## config.mk

```make
export PLATFORM = sky130hd
export DESIGN_NAME = mem_port_arbiter
export DESIGN_NICKNAME = d
export VERILOG_FILES = /design/src/rtl/mem_port_arbiter_pkg.sv /design/src/rtl/mem_port_arbiter_arb_prio_sel.sv /design/src/rtl/mem_port_arbiter.sv
export SDC_FILE = /design/constraint.sdc
export NUM_CORES = 1
export LEC_CHECK = 0
export ABC_AREA = 1
export ABC_CLOCK_PERIOD_IN_PS = 2500
export BUFFER_PORTS_ARGS = -buffer_cell sky130_fd_sc_hd__buf_2
export CORE_MARGIN = 2
export CORE_UTILIZATION = 38
export DETAILED_ROUTE_END_ITERATION = 6
export PLACE_DENSITY = 0.66
export SLEW_MARGIN = 20
export SYNTH_ARGS = -nofsm -noshare
export SYNTH_HDL_FRONTEND = slang
export SYNTH_SLANG_ARGS = --single-unit
```

## constraint.sdc

```tcl
create_clock -name clk -period 2.5 [get_ports clk]
set_input_delay 0.25 -clock clk [delete_from_list [all_inputs] [get_ports clk]]
set_output_delay 0.25 -clock clk [all_outputs]
set_load 0.02 [all_outputs]
```

## src/rtl/mem_port_arbiter_pkg.sv

```systemverilog
// Shared sizes and FSM encoding for the memory-port arbiter.
package mem_port_arbiter_pkg;
  localparam int ADDR_SIZE  = 32;
  localparam int INSTR_SIZE = 32;
  localparam int STARVE_W   = 4;

  typedef enum logic [1:0] {
    IDLE    = 2'd0,
    BUSY_IF = 2'd1,
    BUSY_LS = 2'd2
  } arb_state_t;
endpackage

```

## src/rtl/mem_port_arbiter_arb_prio_sel.sv

```systemverilog
// Fixed LS-over-IF priority select with a saturating starvation counter
// that forces IF ahead once LS has won STARVE_MAX contested grants.
module arb_prio_sel
  import mem_port_arbiter_pkg::*;
#(
  parameter int STARVE_MAX = 4
) (
  input  logic clk,
  input  logic reset,
  input  logic idle,
  input  logic if_elig,
  input  logic ls_elig,
  output logic grant_if,
  output logic grant_ls
);
  localparam logic [STARVE_W-1:0] MAX_CNT = STARVE_W'(STARVE_MAX);

  logic [STARVE_W-1:0] starve_cnt;
  logic [STARVE_W-1:0] next_starve_cnt;

  always_comb begin
    grant_if        = idle & if_elig & (~ls_elig | (starve_cnt == MAX_CNT));
    grant_ls        = idle & ls_elig & ~grant_if;
    next_starve_cnt = starve_cnt;
    if (grant_if) begin
      next_starve_cnt = '0;
    end else if (grant_ls && if_elig && (starve_cnt != MAX_CNT)) begin
      next_starve_cnt = starve_cnt + 1'b1;
    end
  end

  always_ff @(posedge clk) begin
    if (reset) starve_cnt <= '0;
    else       starve_cnt <= next_starve_cnt;
  end
endmodule

```

## src/rtl/mem_port_arbiter.sv

```systemverilog
// Shares one memory port between fetch and load/store, one transaction at a time.
// state   | meaning
// IDLE    | no transaction; grant an eligible requester
// BUSY_IF | fetch on the port, waiting for mem_ack
// BUSY_LS | load/store on the port, waiting for mem_ack
module mem_port_arbiter
  import mem_port_arbiter_pkg::*;
#(
  parameter int ADDR_W     = ADDR_SIZE,
  parameter int DATA_W     = INSTR_SIZE,
  parameter int STARVE_MAX = 4
) (
  input  logic              clk,
  input  logic              reset,
  input  logic              if_req,
  input  logic [ADDR_W-1:0] if_addr,
  output logic              if_ack,
  output logic [DATA_W-1:0] if_rdata,
  input  logic              ls_req,
  input  logic              ls_we,
  input  logic [ADDR_W-1:0] ls_addr,
  input  logic [DATA_W-1:0] ls_wdata,
  output logic              ls_ack,
  output logic [DATA_W-1:0] ls_rdata,
  output logic              mem_req,
  output logic              mem_we,
  output logic [ADDR_W-1:0] mem_addr,
  output logic [DATA_W-1:0] mem_wdata,
  input  logic              mem_ack,
  input  logic [DATA_W-1:0] mem_rdata,
  output logic              fetch_stall
);
  arb_state_t        state, state_nxt;
  logic              grant_if, grant_ls;
  logic              if_elig, ls_elig;
  logic              mem_req_nxt, mem_we_nxt, if_ack_nxt, ls_ack_nxt;
  logic [ADDR_W-1:0] mem_addr_nxt;
  logic [DATA_W-1:0] mem_wdata_nxt, if_rdata_nxt, ls_rdata_nxt;

  // The registered ack masks a requester still holding req in its ack cycle.
  assign if_elig     = if_req & ~if_ack;
  assign ls_elig     = ls_req & ~ls_ack;
  assign fetch_stall = if_req & ~if_ack;

  arb_prio_sel #(.STARVE_MAX(STARVE_MAX)) u_prio_sel (
    .clk      (clk),
    .reset    (reset),
    .idle     (state == IDLE),
    .if_elig  (if_elig),
    .ls_elig  (ls_elig),
    .grant_if (grant_if),
    .grant_ls (grant_ls)
  );

  always_comb begin
    state_nxt     = state;
    mem_req_nxt   = mem_req;
    mem_we_nxt    = mem_we;
    mem_addr_nxt  = mem_addr;
    mem_wdata_nxt = mem_wdata;
    if_rdata_nxt  = if_rdata;
    ls_rdata_nxt  = ls_rdata;
    if_ack_nxt    = 1'b0;
    ls_ack_nxt    = 1'b0;
    case (state)
      IDLE: begin
        if (grant_ls) begin
          state_nxt     = BUSY_LS;
          mem_req_nxt   = 1'b1;
          mem_we_nxt    = ls_we;
          mem_addr_nxt  = ls_addr;
          mem_wdata_nxt = ls_wdata;
        end else if (grant_if) begin
          state_nxt    = BUSY_IF;
          mem_req_nxt  = 1'b1;
          mem_we_nxt   = 1'b0;
          mem_addr_nxt = if_addr;
        end
      end
      BUSY_IF: begin
        if (mem_ack) begin
          state_nxt    = IDLE;
          mem_req_nxt  = 1'b0;
          if_rdata_nxt = mem_rdata;
          if_ack_nxt   = 1'b1;
        end
      end
      BUSY_LS: begin
        if (mem_ack) begin
          state_nxt    = IDLE;
          mem_req_nxt  = 1'b0;
          ls_rdata_nxt = mem_rdata;
          ls_ack_nxt   = 1'b1;
        end
      end
      default: begin
        state_nxt   = IDLE;
        mem_req_nxt = 1'b0;
      end
    endcase
  end

  always_ff @(posedge clk) begin
    if (reset) begin
      state     <= IDLE;
      mem_req   <= 1'b0;
      mem_we    <= 1'b0;
      mem_addr  <= '0;
      mem_wdata <= '0;
      if_ack    <= 1'b0;
      ls_ack    <= 1'b0;
      if_rdata  <= '0;
      ls_rdata  <= '0;
    end else begin
      state     <= state_nxt;
      mem_req   <= mem_req_nxt;
      mem_we    <= mem_we_nxt;
      mem_addr  <= mem_addr_nxt;
      mem_wdata <= mem_wdata_nxt;
      if_ack    <= if_ack_nxt;
      ls_ack    <= ls_ack_nxt;
      if_rdata  <= if_rdata_nxt;
      ls_rdata  <= ls_rdata_nxt;
    end
  end
endmodule

```

# After elaboration in Yosys (flattened, before gate mapping)

Cells that the tools add are included.

Flip-flop bits (word level): 138
Bits of input ports: 134
Output and inout port bits: 133
Word-level logic and storage cells: 56

$add $sub $neg: 1
Equality and inequality tests: 6
Multiplexer cells: 13
Bitwise operators: 13
Reduce and logical (&&, ||, !) cells: 13

Operators by type and width:

| operator                                                                | count |
|---|---|
| 32-bit two-way mux                                                      | 2 |
| 2-bit AND reduction                                                     | 5 |
| 2-bit OR reduction                                                      | 4 |
| 1-bit AND                                                               | 6 |
| 1-bit two-way mux                                                       | 6 |
| 2-bit two-way mux                                                       | 3 |
| 1-bit NOT                                                               | 6 |
| 4-bit by 1-bit adder with 4-bit output, second input constant           | 1 |
| 4-bit by 3-bit equality test with 1-bit output, second input constant   | 1 |
| 4-bit by 3-bit inequality test with 1-bit output, second input constant | 1 |
| 2-bit one-hot mux with 2 select lines                                   | 1 |
| 3-bit inequality test, second input constant                            | 1 |
| 2-bit by 1-bit equality test with 1-bit output, second input constant   | 1 |
| 2-bit equality test, second input constant                              | 1 |
| 1-bit logical AND                                                       | 2 |
| 2-bit zero test                                                         | 1 |
| 2-bit by 1-bit inequality test with 1-bit output, second input constant | 1 |
| 1-bit one-hot mux with 2 select lines                                   | 1 |
| 2-bit nonzero test                                                      | 1 |
| 1-bit OR                                                                | 1 |

# Longest topological paths before layout

Gate-level depths: netlist of run 1.

Word-level depth: 9
Mapped depth: 10
Gate-level depth less buffers: 9

# Cells and area by module

A second synthesis of run 1 with hierarchy kept.

Cells, all modules: 739
Area total of the unflattened synthesis: 5466.5 µm²

Modules (own cells, without submodules):

| module           | times used | cells an instance | area an instance (µm²) | seq. area each (µm²) |
|---|---|---|---|---|
| mem_port_arbiter | 1          | 701               | 5198.7                 | 2682.6 |
| arb_prio_sel     | 1          | 38                | 267.8                  | 80.1 |

# Worst setup path before layout of run 1

OpenSTA, ideal clock, no wires.

Path kind: register -> register
Start point: register state[0]
End point: register state[1]
Library setup time: 0.114 ns
Arrival: 1.325 ns
Data required time: 2.386 ns
Path slack: 1.061 ns
Stages on the path, launching flop included: 10
Buffers on the path: 2
Period minus slack after synthesis: 1.439 ns
Path through: dfxtp_1 > inv_1 > ha_1 > nand3_2 > inv_2 > nand2_2 > buf_2 > buf_4 > a21oi_1 > nor2_1

Cells in the longest elaborated chain, start to end: 7
Elaborated cells between the ends (all ways): 14
Classes of those cells: eq/ne: 4; mux: 2; bitwise: 5; reduce/logical: 3

Ends and longest elaborated chain:

| element                                                                      | RTL line                                       | text |
|---|---|---|
| from (decl)                                                                  | mem_port_arbiter.sv:33                         | `arb_state_t state, state_nxt;` |
| from (signal assigned)                                                       | mem_port_arbiter.sv:115                        | `state <= state_nxt;` |
| 2-bit zero test                                                              | mem_port_arbiter.sv:48, mem_port_arbiter.sv:65 |  |
| 1-bit AND (2 in a row)                                                       | mem_port_arbiter_arb_prio_sel.sv:22            | `grant_if = idle & if_elig & (~ls_elig \| (starve_cnt == MAX_CNT));` |
| 1-bit NOT                                                                    | mem_port_arbiter_arb_prio_sel.sv:23            | `grant_ls = idle & ls_elig & ~grant_if;` |
| 1-bit AND                                                                    | mem_port_arbiter_arb_prio_sel.sv:23            |  |
| 2-bit two-way mux or 3-bit inequality test (tied branches)                   | n/a                                            |  |
| 2-bit one-hot mux with 2 select lines or 2-bit AND reduction (tied branches) | n/a                                            |  |

Parallel ways exist; a longest one is shown, timed or not.
A chain may end at the register's enable or synchronous reset.

# Worst setup path in the final report of run 1

Start point: register state[0]
End point: register ls_rdata[31]

Cells in the longest elaborated chain, start to end: 2

Ends and longest elaborated chain:

| element                       | RTL line                | text |
|---|---|---|
| 2-bit equality test           | mem_port_arbiter.sv:65  | `case (state)` |
| 2-bit AND reduction (no line) | n/a                     |  |
| to (signal assigned)          | mem_port_arbiter.sv:123 | `ls_rdata <= ls_rdata_nxt;` |
| to (decl)                     | mem_port_arbiter.sv:24  | `output logic [DATA_W-1:0] ls_rdata,` |

No other way between the ends.

==> parameters.txt, run 1 <==
Parameter                              Value

STA
  Achievable Freq ... 491 MHz
  Worst slew pin tran ... 0.988 ns
  Setup violations, final ... 0
  RSZ-0062 raised after global routing ... no
  Number of slew-limit violations in the final report ... 0
  Final period util ... 0.814
  Total negative slack for setup checks ... 0 ns
  Worst clock skew ... 0.00848 ns
  Max-slew headroom ... 0.337
  Number of failing hold endpoints at the final stage ... 0
  Post-layout min period ... 2.04 ns
  Hold WS ... 0.0870 ns

Drt
  DRC violations left ... 0
  Remaining antenna violation count after routing ... 0
  Iteration-0 DRC count of the detailed router ... 313
  Via-to-Cell Ratio ... 4.83
  Routed WL per cell ... 14.1 microns
  Total via count after detailed routing ... 5371
  First-pass iteration count of the detailed router ... 4
  Aggregate routed wire length ... 15700 microns

Floorplanning
  Number of standard-cell rows in the floorplan ... 42
  Boundary pin count ... 267
  Die height ... 121 microns
  Overall die area ... 0.0146 sq mm
  Core region area ... 0.0133 sq mm
  Starting density of the core ... 0.391
  Die width ... 121 microns

Finish
  Number of nets at the end of the flow ... 1062
  Register area ... 0.00276 sq mm
  Filler cell count ... 1337
  Finished layout cell area ... 0.00725 sq mm
  Combined area of the multi-input logic cells ... 0.00212 sq mm
  Final core utilization ... 0.545
  Layout cell share with drive strength beyond 1 ... 0.336
  Area grow syn2layout ... 39.4%

CTS
  Clock slew seen by the registers of the worst setup and hold paths ... 0.06 ns
  # clock sinks ... 138
  Buffer type at the clock tree root ... clkbuf_16
  Post-CTS Setup Repair Bufs ... 0
  Number of buffers inserted for hold repair after clock tree synthesis ... 0
  CTS tree ... yes
  Post-cts sizing count ... 0
  Clock latency of the later-clocked register in the worst-skew pair ... 0.41 ns
  Clock buffers created by TritonCTS ... 17
  Number of H-tree branching levels ... 4
  Maximum clock insertion buffer count ... 2

Synth
  Number of distinct standard cells referenced by the synthesized netlist ... 18
  Number of warnings reported in the yosys synthesis log ... 0
  Dominant cell type by area after synthesis ... dfxtp_1
  Most area-consuming cells after synthesis ... dfxtp_1 53%, o21ai_0 12%, nor2_1 9.7%, a21oi_1 6.9%, nand2_1 6.3%
  Post-Synthesis Mean Instance Area ... 7.71 sq um
  Synthesized instance count ... 675
  Sequential share of the synthesized area ... 0.531
  Post-synthesis instance area ... 0.00520 sq mm
  Synth Net Count ... 814
  Synthesis-stage register bit count ... 138
  Share of Yosys cell area claimed by the top area cell type ... 0.531

Critical path
  Required arrival time at the worst endpoint ... 2.78 ns
  CP Max Fanout ... 32
  CP Class ... reg2reg
  Critical path launch point type ... flop
  Kind of capture point of the worst setup path ... flop
  Worst path arrival time ... 2.32 ns

Placement
  Instance area after placement ... 0.00664 sq mm
  Total of buffers placed on input and output ports ... 266
  Final weighted congestion in routability-driven placement ... 0.794
  Placed wire-length estimate ... 10500 microns

GRT
  Total GRT Usage ... 0.210
  Most used routing layer in global routing ... met2
  Maximum number of pins on one net before global-route repair ... 68
  Number of antenna violations at the first check in global routing ... 1
  Met3 Usage GRT ... 0.0832
  Residual overflow from global routing ... 0
  Grt met1 use ... 0.248
  Vias in the first global route ... 5012
  Global-route track usage on met2 ... 0.354
  Global-route wire length before repair ... 24400 microns

Worst hold path
  Worst min-delay path class ... in2reg

Power
  Total design power ... 8.66 mW
  Power Density ... 1200 mW/mm^2
  Worst VDD drop ... 0.000640 V
  Leakage power total ... 3.50 nW

Outcome
  Run status ... finished clean

Job
  Max-cap check violation count ... 0
Yosys cell counts, drive strengths merged:
library cell,n
dfxtp,138
nor2,135
o21ai,128
nand2,88
a21oi,72
nand3,40
clkbuf,32
inv,19
buf,17
ha,5
nand4,1
through the flow:
stage | setup slack, ns | std cells
2_1_floorplan | 1.06 | 675
3_3_place_gp | 0.814 | 1080
3_5_place_dp | 0.780 | 1080
4_1_cts | 0.728 | 1111
5_1_grt | 0.219 | 1111
6_report | 0.464 | 1112
flip-flops by register name (all words and copies together) (netlist names):
register               cells
if_ack                     1
if_rdata                  32
ls_ack                     1
ls_rdata                  32
mem_addr                  32
mem_req                    1
mem_wdata                 32
mem_we                     1
state                      2
u_prio_sel.starve_cnt      4
where the power goes:
| group | internal, mW | total, mW | switching (mW) |
|---|---|---|---|
| registers | 2.76 | 3.04 | 0.274 |
| logic | 1.01 | 3.08 | 2.08 |
| clock network | 1.65 | 2.54 | 0.890 |
cell families after synthesis:
kind of cell,synth area share
AOI/OAI and AO/OA,0.192
adders and majority gates,0.0120
buffers and inverters,0.0613
DFF,0.531
and+or+nand+nor,0.203
routing by layer:
layer | routed length, microns | part of all wire | up-vias
met5 | 0 | 0 | -
met4 | 121 | 0.0077 | 0
met3 | 1380 | 0.088 | 10
met2 | 7490 | 0.48 | 194
met1 | 6720 | 0.43 | 2446
li1 | - | - | 2721
worst max-delay path, cell delays in order, from the launching register on:
cell and delay [ns]:
dfxtp_1 0.36, inv_1 0.07, ha_1 0.19, nand2_1 0.08, clkinv_1 0.76, nor2_1 0.36
nor2_1 0.09
worst paths after layout:
| kind | cells past startpoint | startpoint | slack, ns | to |
|---|---|---|---|---|
| worst min-delay path | 3 | if_addr[25] | 0.09 | mem_addr[25] |
| worst min register to register | 2 | mem_wdata[22] | 0.46 | mem_wdata[22] |
| worst max-delay path | 6 | state[0] | 0.46 | ls_rdata[31] |
| worst max register to register | 6 | state[0] | 0.46 | ls_rdata[31] |
cells in the final DEF (no fill, tap or decap), types with 2 or more instances in the layout:
master     instances
nand2_1           86
clkbuf_16         17
bufinv_16          2
buf_2            266
nand3_2            2
dfxtp_1          138
inv_1             15
buf_12             3
o21ai_0          127
buf_4              9
clkbuf_8           7
nand3_1           38
nor2_1           135
ha_1               5
nand2_2            2
a21oi_1           72
clkbuf_1           2
inv_2              3
area by class of cell:
| class | count | share of cell area |
|---|---|---|
| Clock buffer | 26 | 0.0730 |
| Sequential cell | 138 | 0.381 |
| Inverter | 19 | 0.00984 |
| Timing Repair Buffer | 278 | 0.201 |
| Clock inverter | 5 | 0.0112 |
| Tap cell | 176 | 0.0304 |
| Antenna cell | 1 | 0.000345 |
| Multi-Input combinational cell | 469 | 0.293 |
Note: power is estimated with default switching activity, not from simulation.
==> inputs of run 2 (changes only) <==
--- a/config.mk
+++ b/config.mk
@@ -5,13 +5,13 @@
 export SDC_FILE = /design/constraint.sdc
 export NUM_CORES = 1
 export LEC_CHECK = 0
-export ABC_AREA = 1
-export ABC_CLOCK_PERIOD_IN_PS = 2500
+export ABC_AREA = 0
+export ABC_CLOCK_PERIOD_IN_PS = 2000
 export BUFFER_PORTS_ARGS = -buffer_cell sky130_fd_sc_hd__buf_2
 export CORE_MARGIN = 2
 export CORE_UTILIZATION = 38
 export DETAILED_ROUTE_END_ITERATION = 6
-export PLACE_DENSITY = 0.66
+export PLACE_DENSITY = 0.64
 export SLEW_MARGIN = 20
 export SYNTH_ARGS = -nofsm -noshare
 export SYNTH_HDL_FRONTEND = slang
==> constraint.sdc (replaced) <==
create_clock -name clk -period 2 [get_ports clk]
set_input_delay 0.2 -clock clk [delete_from_list [all_inputs] [get_ports clk]]
set_output_delay 0.2 -clock clk [all_outputs]
set_load 0.02 [all_outputs]
==> parameters.txt, run 2 <==
Parameter                              Value

Power
  Worst VDD drop ... 0.000545 V (-15%)
  Power Density ... 1140 mW/mm^2 (-5.0%)
  Leakage power total ... 3.42 nW (-2.3%)

Worst hold path
  Startpoint of the most critical hold path ... ls_wdata[18]
  Worst hold stages ... 3 (unchanged)
  Worst min-delay path class ... in2reg
  Destination of the worst hold path ... mem_wdata[18]

Drt
  DRC violations left ... 0 (unchanged)
  Routed WL per cell ... 15.8 microns (+12%)
  Aggregate routed wire length ... 17500 microns (+12%)
  Remaining antenna violation count after routing ... 0 (unchanged)
  Via-to-Cell Ratio ... 5.08 (+5.2%)
  First-pass iteration count of the detailed router ... 5 (+1)
  Iteration-0 DRC count of the detailed router ... 362 (+16%)
  Total via count after detailed routing ... 5649 (+5.2%)

GRT
  Total GRT Usage ... 0.218 (+0.00740)
  Maximum number of pins on one net before global-route repair ... 85 (+25%)
  Vias in the first global route ... 5288 (+5.5%)
  Number of antenna violations at the first check in global routing ... 2 (+1)
  Residual overflow from global routing ... 0 (unchanged)
  Global-route wire length before repair ... 27600 microns (+13%)

CTS
  Post-cts sizing count ... 0 (unchanged)
  Clock latency of the later-clocked register in the worst-skew pair ... 0.42 ns (about the same)
  CTS tree ... yes
  Clock slew seen by the registers of the worst setup and hold paths ... 0.06 ns (about the same)
  Post-CTS Setup Repair Bufs ... 0 (unchanged)
  Buffer type at the clock tree root ... clkbuf_16
  Number of buffers inserted for hold repair after clock tree synthesis ... 0 (unchanged)
  Clock buffers created by TritonCTS ... 17 (unchanged)
  # clock sinks ... 138 (unchanged)
  Number of H-tree branching levels ... 4 (unchanged)
  Maximum clock insertion buffer count ... 2 (unchanged)

Synth
  Synthesis-stage register bit count ... 138 (unchanged)
  Number of distinct standard cells referenced by the synthesized netlist ... 33 (+15)
  Dominant cell type by area after synthesis ... dfxtp_1
  Synth Net Count ... 814 (unchanged)
  Most instantiated flip-flop cell in the synthesis netlist ... dfxtp_1
  Most common cell in the netlist ... nand2_1
  EDFF count, synth ... 0 (unchanged)
  Synthesized instance count ... 675 (unchanged)
  Sequential share of the synthesized area ... 0.487 (-0.0442)
  Share of synthesized flip-flops with an asynchronous set or reset ... 0 (unchanged)
  Most numerous cell types in the synthesized netlist ... 231 x nand2_1, 138 x dfxtp_1, 97 x a211oi_1
  Post-synthesis instance area ... 0.00567 sq mm (+9.1%)
  Share of Yosys cell area claimed by the top area cell type ... 0.487 (-0.0442)
  Most area-consuming cells after synthesis ... dfxtp_1 49%, nand2_1 15%, a211oi_1 13%, a21oi_1 5.9%, mux2i_1 5.6%
  Number of warnings reported in the yosys synthesis log ... 0 (unchanged)
  Post-Synthesis Mean Instance Area ... 8.40 sq um (+9.1%)

Floorplanning
  Die width ... 126 microns (+4.3%)
  Boundary pin count ... 267 (unchanged)
  Die height ... 126 microns (+4.3%)
  Core region area ... 0.0145 sq mm (+9.3%)
  Number of standard-cell rows in the floorplan ... 44 (+4.8%)
  Overall die area ... 0.0159 sq mm (+8.8%)
  Starting density of the core ... 0.390 (-0.000887)

STA
  Worst clock skew ... 0.00821 ns (-0.000277 ns)
  Setup violations, final ... 0 (unchanged)
  Achievable Freq ... 550 MHz (+12%)
  Max-slew headroom ... 0.675 (+0.338)
  Number of slew-limit violations in the final report ... 0 (unchanged)
  Total negative slack for setup checks ... 0 ns (unchanged)
  Number of failing hold endpoints at the final stage ... 0 (unchanged)
  Final period util ... 0.909 (+0.0943)
  Post-layout min period ... 1.82 ns (-0.219 ns)
  Worst slew pin tran ... 0.486 ns (-0.502 ns)
  RSZ-0062 raised after global routing ... no

Finish
  Final core utilization ... 0.532 (-0.0131)
  Commonest non-fill, non-tap cells in the layout ... 266 x buf_2, 231 x nand2_1, 138 x dfxtp_1, 97 x a211oi_1, 67 x a21oi_1
  Number of nets at the end of the flow ... 1055 (-0.66%)
  Count of inserted antenna diode cells ... 0 (-1)
  Layout cell share with drive strength beyond 1 ... 0.343 (+0.00684)
  Area grow syn2layout ... 36.3%
  Most common cell after layout, fill and taps aside ... buf_2

Placement
  Final weighted congestion in routability-driven placement ... 0.810 (+2.0%)
  Placed wire-length estimate ... 12000 microns (+14%)
  Total of buffers placed on input and output ports ... 266 (unchanged)

Critical path
  CP Max Fanout ... 25 (-22%)
  Worst path arrival time ... 2.14 ns (-0.18 ns)
  Most used cell, CP ... a211oi_1
  Worst path slowest cell ... and3b_1
  Required arrival time at the worst endpoint ... 2.32 ns (-0.46 ns)
  Launch instance of the worst register-to-register path ... u_prio_sel.starve_cnt[0]
  CP Class ... reg2reg
  Largest incremental delay on the critical path ... 0.44 ns (-0.32 ns)
  Kind of capture point of the worst setup path ... flop
  Critical path launch point type ... flop
  Critical R2R Capture ... mem_addr[18]
  Worst reg2reg setup slack ... 0.18 ns (-0.28 ns)
  Critical-path cell list ... inv_1, ha_1, and3b_1, buf_4, a211oi_1, a211oi_1
  Number of cell instances on the worst register-to-register path ... 6 (unchanged)

Outcome
  Run status ... finished clean

Job
  Max-cap check violation count ... 0 (unchanged)
==> run 2: cell types whose count changed in the layout (fill, tap and decap cells not counted), sizes merged, moves of 4 or more <==
cell	delta
a21oi	-4
a211oi	+97
nor2b	+4
buf	+6
nor2	-133
inv	-11
mux2i	+32
nand2	+143
o21ai	-124
nand3	-37
clkbuf	-7
==> run 2: worst max-delay path, delay by kind of cell (launching register included) <==
family,cells,cell delay (ns)
buffers and inverters,2,0.46
and+or+nand+nor,1,0.44
AOI/OAI and AO/OA,2,0.34
DFF,1,0.33
adders and majority gates,1,0.16
==> run 2: worst max path at each step <==
stage | from | end | slack, ns | depth (start not counted)
final | u_prio_sel.starve_cnt[0] | mem_addr[18] | 0.18 | 6
after global routing | u_prio_sel.starve_cnt[0] | mem_addr[19] | 0.004 | 6
after CTS | u_prio_sel.starve_cnt[0] | mem_addr[18] | 0.20 | 6
after detailed placement | u_prio_sel.starve_cnt[0] | mem_addr[28] | 0.22 | 6
after global placement | u_prio_sel.starve_cnt[0] | mem_addr[19] | 0.26 | 6
after floorplan | u_prio_sel.starve_cnt[0] | mem_wdata[10] | 0.37 | 7
==> run 2: logic make-up (layout without fill, tap and decap cells) <==
kind of cell,after synthesis,after routing,share of synthesized area
compound gates,176,176,0.204
fa+ha+maj,5,5,0.0110
buf+inv,68,321,0.0595
flops,138,138,0.487
mux,32,32,0.0565
simple gates,256,256,0.182
==> run 2: final cells by class <==
type	instances	area (sq um)
multi-input cells	469	2580
fillers	1428	6800
clock buffers	19	443
clock inverters	12	149
repair buffers	284	1540
flip-flops and latches	138	2760
well taps	184	230
inverters	6	22.5
==> run 2: report_power, final <==
part           leakage (nW)  internal (mW)  switching (mW)
Combinational          2.01          0.824            1.43
Clock                 0.281           1.98            1.20
Sequential             1.13           3.15           0.197
==> run 2: stage by stage <==
step / hold WS (ns) / setup WS (ns) / cell area (sq um) / instances / total power [mW]
2_1_floorplan: 0.336 / 0.368 / 5670 / 675 / 4.86
3_3_place_gp: 0.439 / 0.260 / 7140 / 1081 / 5.65
3_5_place_dp: 0.437 / 0.223 / 7140 / 1081 / 5.67
4_1_cts: 0.00567 / 0.202 / 7730 / 1112 / 8.84
5_1_grt: 0.00473 / 0.00427 / 7730 / 1112 / 9.22
6_report: 0.0191 / 0.183 / 7730 / 1112 / 8.78
==> run 2: per-layer routing <==
| metal | vias to the layer above | track usage | share of wire |
|---|---|---|---|
| met3 | 33 | 0.0777 | 0.085 |
| met1 | 2572 | 0.275 | 0.44 |
| met4 | 4 | 0.0724 | 0.018 |
| li1 | 2810 | - | - |
| met5 | - | 0 | 0.0014 |
| met2 | 230 | 0.347 | 0.46 |
